## src/rtl/rgb_mixer.sv

```systemverilog
// rgb_mixer: three-channel RGB LED mixer.
// Each channel: 2-flop synchronizer -> (optional debouncer) -> quadrature decoder
// -> WIDTH-bit level counter -> PWM compare against a shared free-running counter.
// Optional feature macro: RGB_MIXER_DEBOUNCE_EN (adds a per-input debouncer of
// DEBOUNCE_LEN clocks; without it the decoder reads the synchronizer directly).
module rgb_mixer #(
    parameter int WIDTH        = 8,
    parameter int DEBOUNCE_LEN = 8
) (
    input  logic clk,
    input  logic RSTB,
    input  logic enc0_a,
    input  logic enc0_b,
    input  logic enc1_a,
    input  logic enc1_b,
    input  logic enc2_a,
    input  logic enc2_b,
    output logic pwm0_out,
    output logic pwm1_out,
    output logic pwm2_out
);

    localparam int NCH = 3;
    localparam int NIN = 2 * NCH;

    // Raw pad inputs packed as {b,a} pairs per channel, channel 0 in the LSBs.
    logic [NIN-1:0] w_raw;
    assign w_raw = {enc2_b, enc2_a, enc1_b, enc1_a, enc0_b, enc0_a};

    logic [NIN-1:0] r_sync1;
    logic [NIN-1:0] r_sync2;

    // Two-stage synchronizer for every asynchronous encoder input.
    always_ff @(posedge clk or negedge RSTB) begin
        if (!RSTB) begin
            r_sync1 <= '0;
            r_sync2 <= '0;
        end else begin
            r_sync1 <= w_raw;
            r_sync2 <= r_sync1;
        end
    end

    logic [NIN-1:0] w_dec_in;

`ifdef RGB_MIXER_DEBOUNCE_EN
    localparam int DW = $clog2(DEBOUNCE_LEN + 1);

    logic [NIN-1:0] r_deb;
    logic [DW-1:0]  r_deb_cnt [NIN];

    // Debouncer: accept a new value only after it has persisted DEBOUNCE_LEN clocks.
    always_ff @(posedge clk or negedge RSTB) begin
        if (!RSTB) begin
            r_deb <= '0;
            for (int i = 0; i < NIN; i++) begin
                r_deb_cnt[i] <= '0;
            end
        end else begin
            for (int i = 0; i < NIN; i++) begin
                if (r_sync2[i] != r_deb[i]) begin
                    if (r_deb_cnt[i] == DW'(DEBOUNCE_LEN - 1)) begin
                        r_deb[i]     <= r_sync2[i];
                        r_deb_cnt[i] <= '0;
                    end else begin
                        r_deb_cnt[i] <= r_deb_cnt[i] + DW'(1);
                    end
                end else begin
                    r_deb_cnt[i] <= '0;
                end
            end
        end
    end

    assign w_dec_in = r_deb;
`else
    assign w_dec_in = r_sync2;
`endif

    // Per-channel A/B vectors (bit index = channel).
    logic [NCH-1:0] w_a;
    logic [NCH-1:0] w_b;
    logic [NCH-1:0] w_step;
    logic [NCH-1:0] w_up;

    logic [NCH-1:0] r_primed;
    logic [NCH-1:0] r_prev_a;
    logic [NCH-1:0] r_prev_b;
    logic [WIDTH-1:0] r_level [NCH];

    assign w_a = {w_dec_in[4], w_dec_in[2], w_dec_in[0]};
    assign w_b = {w_dec_in[5], w_dec_in[3], w_dec_in[1]};

    // A single-bit change is a step; a double change xors to zero and is ignored.
    // Direction: a differs from the previous b when A leads B (count up).
    assign w_step = r_primed & (w_a ^ r_prev_a ^ w_b ^ r_prev_b);
    assign w_up   = w_a ^ r_prev_b;

    // Quadrature decoder and wrapping level counters for all channels.
    always_ff @(posedge clk or negedge RSTB) begin
        if (!RSTB) begin
            r_primed <= '0;
            r_prev_a <= '0;
            r_prev_b <= '0;
            for (int ch = 0; ch < NCH; ch++) begin
                r_level[ch] <= '0;
            end
        end else begin
            r_primed <= {NCH{1'b1}};
            r_prev_a <= w_a;
            r_prev_b <= w_b;
            for (int ch = 0; ch < NCH; ch++) begin
                if (w_step[ch]) begin
                    if (w_up[ch]) begin
                        r_level[ch] <= r_level[ch] + WIDTH'(1);
                    end else begin
                        r_level[ch] <= r_level[ch] - WIDTH'(1);
                    end
                end else begin
                    r_level[ch] <= r_level[ch];
                end
            end
        end
    end

    logic [WIDTH-1:0] r_cnt;
    logic [WIDTH-1:0] r_duty [NCH];
    logic [WIDTH-1:0] w_duty_eff [NCH];
    logic [NCH-1:0]   r_pwm;

    // At the period start the freshly latched level is used so the whole period
    // sees one consistent duty value.
    always_comb begin
        for (int ch = 0; ch < NCH; ch++) begin
            w_duty_eff[ch] = r_duty[ch];
            if (r_cnt == '0) begin
                w_duty_eff[ch] = r_level[ch];
            end else begin
                w_duty_eff[ch] = r_duty[ch];
            end
        end
    end

    // Shared PWM counter, duty latch at period start, and registered compare outputs.
    always_ff @(posedge clk or negedge RSTB) begin
        if (!RSTB) begin
            r_cnt <= '0;
            r_pwm <= '0;
            for (int ch = 0; ch < NCH; ch++) begin
                r_duty[ch] <= '0;
            end
        end else begin
            r_cnt <= r_cnt + WIDTH'(1);
            for (int ch = 0; ch < NCH; ch++) begin
                r_duty[ch] <= w_duty_eff[ch];
                r_pwm[ch]  <= (r_cnt < w_duty_eff[ch]);
            end
        end
    end

    assign pwm0_out = r_pwm[0];
    assign pwm1_out = r_pwm[1];
    assign pwm2_out = r_pwm[2];

endmodule

```

## config.mk

```make
export PLATFORM = sky130hd
export DESIGN_NAME = rgb_mixer
export DESIGN_NICKNAME = d
export VERILOG_FILES = /design/src/rtl/rgb_mixer.sv
export SDC_FILE = /design/constraint.sdc
export NUM_CORES = 1
export LEC_CHECK = 0
export ABC_AREA = 1
export ABC_CLOCK_PERIOD_IN_PS = 5700
export CORE_MARGIN = 10
export CORE_UTILIZATION = 40
export CTS_BUF_LIST = sky130_fd_sc_hd__clkbuf_4 sky130_fd_sc_hd__clkbuf_8
export DETAILED_ROUTE_END_ITERATION = 12
export GPL_TIMING_DRIVEN = 0
export SLEW_MARGIN = 15
export SYNTH_ARGS = -nofsm -noshare
export SYNTH_HDL_FRONTEND = slang
export SYNTH_SLANG_ARGS = --single-unit
```

## constraint.sdc

```tcl
create_clock -name clk -period 5.7 [get_ports clk]
set_input_delay 0.855 -clock clk [delete_from_list [all_inputs] [get_ports clk]]
set_output_delay 0.855 -clock clk [all_outputs]
set_load 0.1 [all_outputs]
```

* After elaboration in Yosys (flattened, before gate mapping)
Index checks and enable logic that the tools add are counted.
** Cells by class
- $add $sub $neg :: 7
- Magnitude comparators :: 3
- Multiplexer cells :: 6
- Bitwise gates (word level) :: 5
- Reductions and logical operators :: 1
** Operators with widths (count)
- two-way mux 8 bit :: 6
- adder 8 x 1 -> 8 bit, second input constant :: 4
- less-than comparator 8 bit :: 3
- subtractor 8 x 1 -> 8 bit, second input constant :: 3
- bitwise XOR 3 bit :: 4
- logical NOT 8 bit :: 1
- bitwise AND 3 bit :: 1
** Word-level totals
- Bits in registers :: 78
- Logic and storage cells :: 35

* Logic depth before layout (Yosys ltp)
Gate-level depths: netlist (run 1).
- Depth after elaboration :: 4
- Gate-level depth with buffers :: 15
- Depth with buffers taken out :: 14

* Worst setup path before layout (run 1)
OpenSTA, ideal clock, no wires.
- Path kind :: reg2reg
- Start :: register r_cnt[0]
- End :: register r_pwm[1]
- Arrival time :: 1.932 ns
- Data required time :: 5.623 ns
- Path slack :: 3.690 ns
- Stages on the path, launching flop included :: 13
- Buffers on the path :: 1
- Clock period less this slack :: 2.010 ns
- Cells stage by stage :: dfrtp_1 -> inv_1 -> ha_1 -> nand2_1 -> nor2_1 -> nand2_2 -> clkbuf_2 -> or2_2 -> o21ai_2 -> ha_1 -> a21oi_1 -> o21ai_0 -> a21oi_1
** On the way
- Longest elaborated chain between the ends :: 3
** Ends and longest elaborated chain
- from (decl) :: RTL line 126 : logic [WIDTH-1:0] r_cnt;
- from (signal assigned) :: RTL line 153 : r_cnt <= r_cnt + WIDTH'(1);
- logical NOT 8 bit :: RTL line 136 : if (r_cnt == '0) begin
- two-way mux 8 bit :: RTL line 136
- less-than comparator 8 bit * :: RTL line 156 : r_pwm[ch] <= (r_cnt < w_duty_eff[ch]);
- to (signal, indexed assignment) :: RTL line 156
- to (decl) :: RTL line 129 : logic [NCH-1:0] r_pwm;
Mark *: on every way between the ends. The rest lies on a longest branch, timed or not.
A chain may end at the register's enable or synchronous reset.

* Worst setup path after layout (run 1)
- Start :: register r_pwm[2]
- End :: output port pwm2_out
** RTL lines
- to (decl) :: RTL line 20 : output logic pwm2_out
No word-level cell between the ends.

==> results of run 1 <==
flip-flops by register name, summed over array words and instances, names as in the netlist:
register,count
r_cnt,8
r_duty,24
r_level,24
r_prev_a,3
r_prev_b,3
r_primed,1
r_pwm,3
r_sync1,6
r_sync2,6
worst paths after layout:
check                                      from                       to  slack [ns]  cells past startpoint
min in group asynchronous                  RSTB  r_level[22]$_DFFE_PN0P_        0.46                      1
max in group asynchronous                  RSTB     r_sync2[4]$_DFF_PN0_        4.65                      2
setup / recovery             r_pwm[2]$_DFF_PN0_                 pwm2_out        3.01                      1
setup reg to reg             r_cnt[0]$_DFF_PN0_       r_pwm[1]$_DFF_PN0_        3.29                     14
hold / removal             r_sync1[5]$_DFF_PN0_     r_sync2[5]$_DFF_PN0_        0.35                      0
hold reg to reg            r_sync1[5]$_DFF_PN0_     r_sync2[5]$_DFF_PN0_        0.35                      0
cell usage in the layout, fill, tap and decap left out, types with 2 or more instances in the layout:
cell type	n
nand2_1	105
nand4_1	3
nand3_4	2
inv_1	67
dfrtp_1	78
clkdlybuf4s50_1	9
or2_1	8
o21ai_2	5
inv_2	6
buf_2	3
o21ai_1	13
clkinvlp_4	3
xnor2_1	6
a31oi_1	4
a21oi_1	23
ha_1	41
and2_1	3
o21ai_0	23
nand3_1	14
or2_2	4
o22ai_1	3
fa_1	3
nor2_1	16
xor2_1	20
clkinv_4	2
clkbuf_8	9
cell type report:
type,instances,share of cell area
Inverter,74,0.05954
Clock inverter,7,0.01595
Buffer,5,0.006645
Tap cell,136,0.03615
Sequential cell,78,0.4147
Multi-Input combinational cell,307,0.4141
Timing Repair Buffer,11,0.02658
Clock buffer,9,0.02632
per-stage QoR:
step           cell area (um2)  power, mW  std cells  hold WS, ns  setup slack, ns
6_report                  4707      1.716        627       0.3531            3.015
5_1_grt                   4707      1.873        627       0.3720            2.959
4_1_cts                   4707      1.742        627       0.3543            2.980
3_5_place_dp              4508      1.317        611       0.3347            3.279
3_3_place_gp              4483      1.285        610       0.3330           0.8883
2_1_floorplan             4213      1.179        464       0.3312            3.690
cells by family after synthesis:
group,count (synthesis),synth area share
fa+ha+maj,44,0.1360
flops,78,0.4633
other cells,1,0.0008901
compound gates,74,0.09623
simple gates,160,0.1678
xor+xnor,28,0.06178
buf+inv,79,0.07395
power breakdown:
part           switching [mW]  total (mW)  internal [mW]
registers              0.0647       0.709          0.644
logic                   0.348       0.591          0.243
clock network           0.214       0.416          0.203
metal layers:
layer / wire length [um] / vias to the layer above / global-route usage
li1: - / 1524 / -
met1: 3655 / 1347 / 0.1420
met2: 3730 / 20 / 0.1931
met3: 239 / 5 / 0.03903
met4: 57 / 0 / 0.02209
met5: 0 / - / 0
==> results.py, run 1 <==
metrics = {
    "run_status": {
        "status": "completed",
    },
    "cts": {
        "cts_hold_buf": 0,
        "root_buffer": "clkbuf_8",
        "clkTransAtPathRegs_ns": 0.09,
        "clk_path_buf_depth": 2,
        "postCtsSetupRepairBufs": 0,
        "clock-sinks": 78,
        "worstSkewPairLatency_ns": 0.35,
        "cts-buffers-inserted": 9,
        "cts_max_level": 3,
        "cts-resized-gates": 0,
        "cts_tree": "yes",
    },
    "logic_synthesis": {
        "syn-num-nets": 516,
        "yosysMostFrequentCell": "nand2_1",
        "synth_common_cells": "nand2_1 (105), dfrtp_1 (78), inv_1 (67)",
        "ys_types": 36,
        "synth.top_cell.area_share": 0.4633,
        "yosys_most_used_dff": "dfrtp_1",
        "synth-edff-count": 0,
        "synthArstFlopShare": 1.000,
        "synthCells": 464,
        "synth_seq_area_share": 0.4633,
        "yosysWarningCount": 0,
        "syn_avg_cell_area_um2": 9.079,
        "synth_area_leaders": "dfrtp_1 (46%), ha_1 (12%), nand2_1 (9.4%)",
        "synth_area_leader_cell": "dfrtp_1",
        "synth_seq_cells": 78,
        "netlist_area_mm2": 0.004213,
    },
    "power_and_ir_drop": {
        "cellPowerDensity_mw_per_mm2": 364.6,
        "irDropWorstVdd_uv": 239.8,
        "p_leak_nw": 2.484,
    },
    "drt": {
        "routed_wl_mm": 7.682,
        "final_antenna_net_count": 0,
        "route.vias.total": 2896,
        "dr.pass1.iters": 4,
        "via_per_inst": 4.619,
        "drtIter0Drc": 165,
        "drc": 0,
        "wl_per_cell_um": 12.25,
    },
    "sta": {
        "hold_violations": 0,
        "worst_pin_slew_ns": 0.9769,
        "rsz0062_at_grt": "no",
        "min_period_ns": 2.685,
        "setup_tns_ns": 0,
        "maxSlewViolCount": 0,
        "max_slew_margin": 0.3467,
        "setup_viol": 0,
        "worst_clock_skew_ns": 0.007520,
        "finalCritPeriodShare": 0.4711,
        "max_freq_ghz": 0.3724,
    },
    "die": {
        "io_pins": 11,
        "die_w_um": 122.6,
        "dieArea_mm2": 0.01504,
        "start_util": 0.4099,
        "rows": 37,
        "die_h_um": 122.6,
        "fp.coreArea_mm2": 0.01028,
    },
    "layout": {
        "fill_cells": 1011,
        "fin_nets": 538,
        "multiInputGateArea_mm2": 0.001949,
        "syn_to_final_growth_pct": 11.73,
        "antenna_cells": 0,
        "drive_gt1_frac": 0.09165,
        "finish.utilization": 0.4580,
        "regArea_mm2": 0.001952,
    },
    "job": {
        "drv_cap": 0,
    },
    "global_route": {
        "grtUsageTotal": 0.1152,
        "grt_max_degree": 45,
        "grt-ovfl-total": 0,
        "antenna_found_initial": 0,
        "grt_pass1_wl_mm": 13.84,
        "grt_pass1_vias": 2960,
    },
    "worst_setup_path": {
        "crit_path_max_incr_delay_ns": 1.13,
        "critPathCaptureType": "output pin",
        "cp_top_family": "buffers and inverters",
        "cp.arrival_ns": 1.83,
        "crit_chain": "clkdlybuf4s50_1",
        "crit_path_start_kind": "flip-flop",
        "path_buf_inv": 1,
        "critPathSlowestCell": "clkdlybuf4s50_1",
        "critPathMaxFanout": 1,
        "critPathRequiredTime_ns": 4.85,
        "path_class": "reg -> out",
    },
    "placement": {
        "gp_congestion": 0.8251,
        "hpwlAfterDp_mm": 5.779,
        "port_buffers": 10,
    },
    "worst_hold_path": {
        "hp-class": "reg -> reg",
    },
}
(Power assumes the default switching activity.)
==> run 2, diff against run 1 <==
ABC_CLOCK_PERIOD_IN_PS = 2800   (was 5700)
clock period = 2.8 ns   (was 5.7 ns; I/O delays follow)
==> results of run 2 <==
Same layout as run 1 (identical final DEF). Status: completed.
Main changes from that run: setup slack after placement 3.279 ns -> 0.3788 ns; clock-pin slew on the worst setup and hold paths 0.09 ns -> 0.08 ns; setup slack after layout 3.015 ns -> 0.3887 ns; hold slack 0.3531 ns -> 0.02962 ns; start point of the critical path r_pwm[2]$_DFF_PN0_ -> r_cnt[0]$_DFF_PN0_; end point of the critical path pwm2_out -> r_pwm[1]$_DFF_PN0_; register-to-register setup slack 3.29 ns -> 0.39 ns; total power 1.716 mW -> 3.494 mW; worst IR drop on VDD 239.8 uV -> 488.2 uV
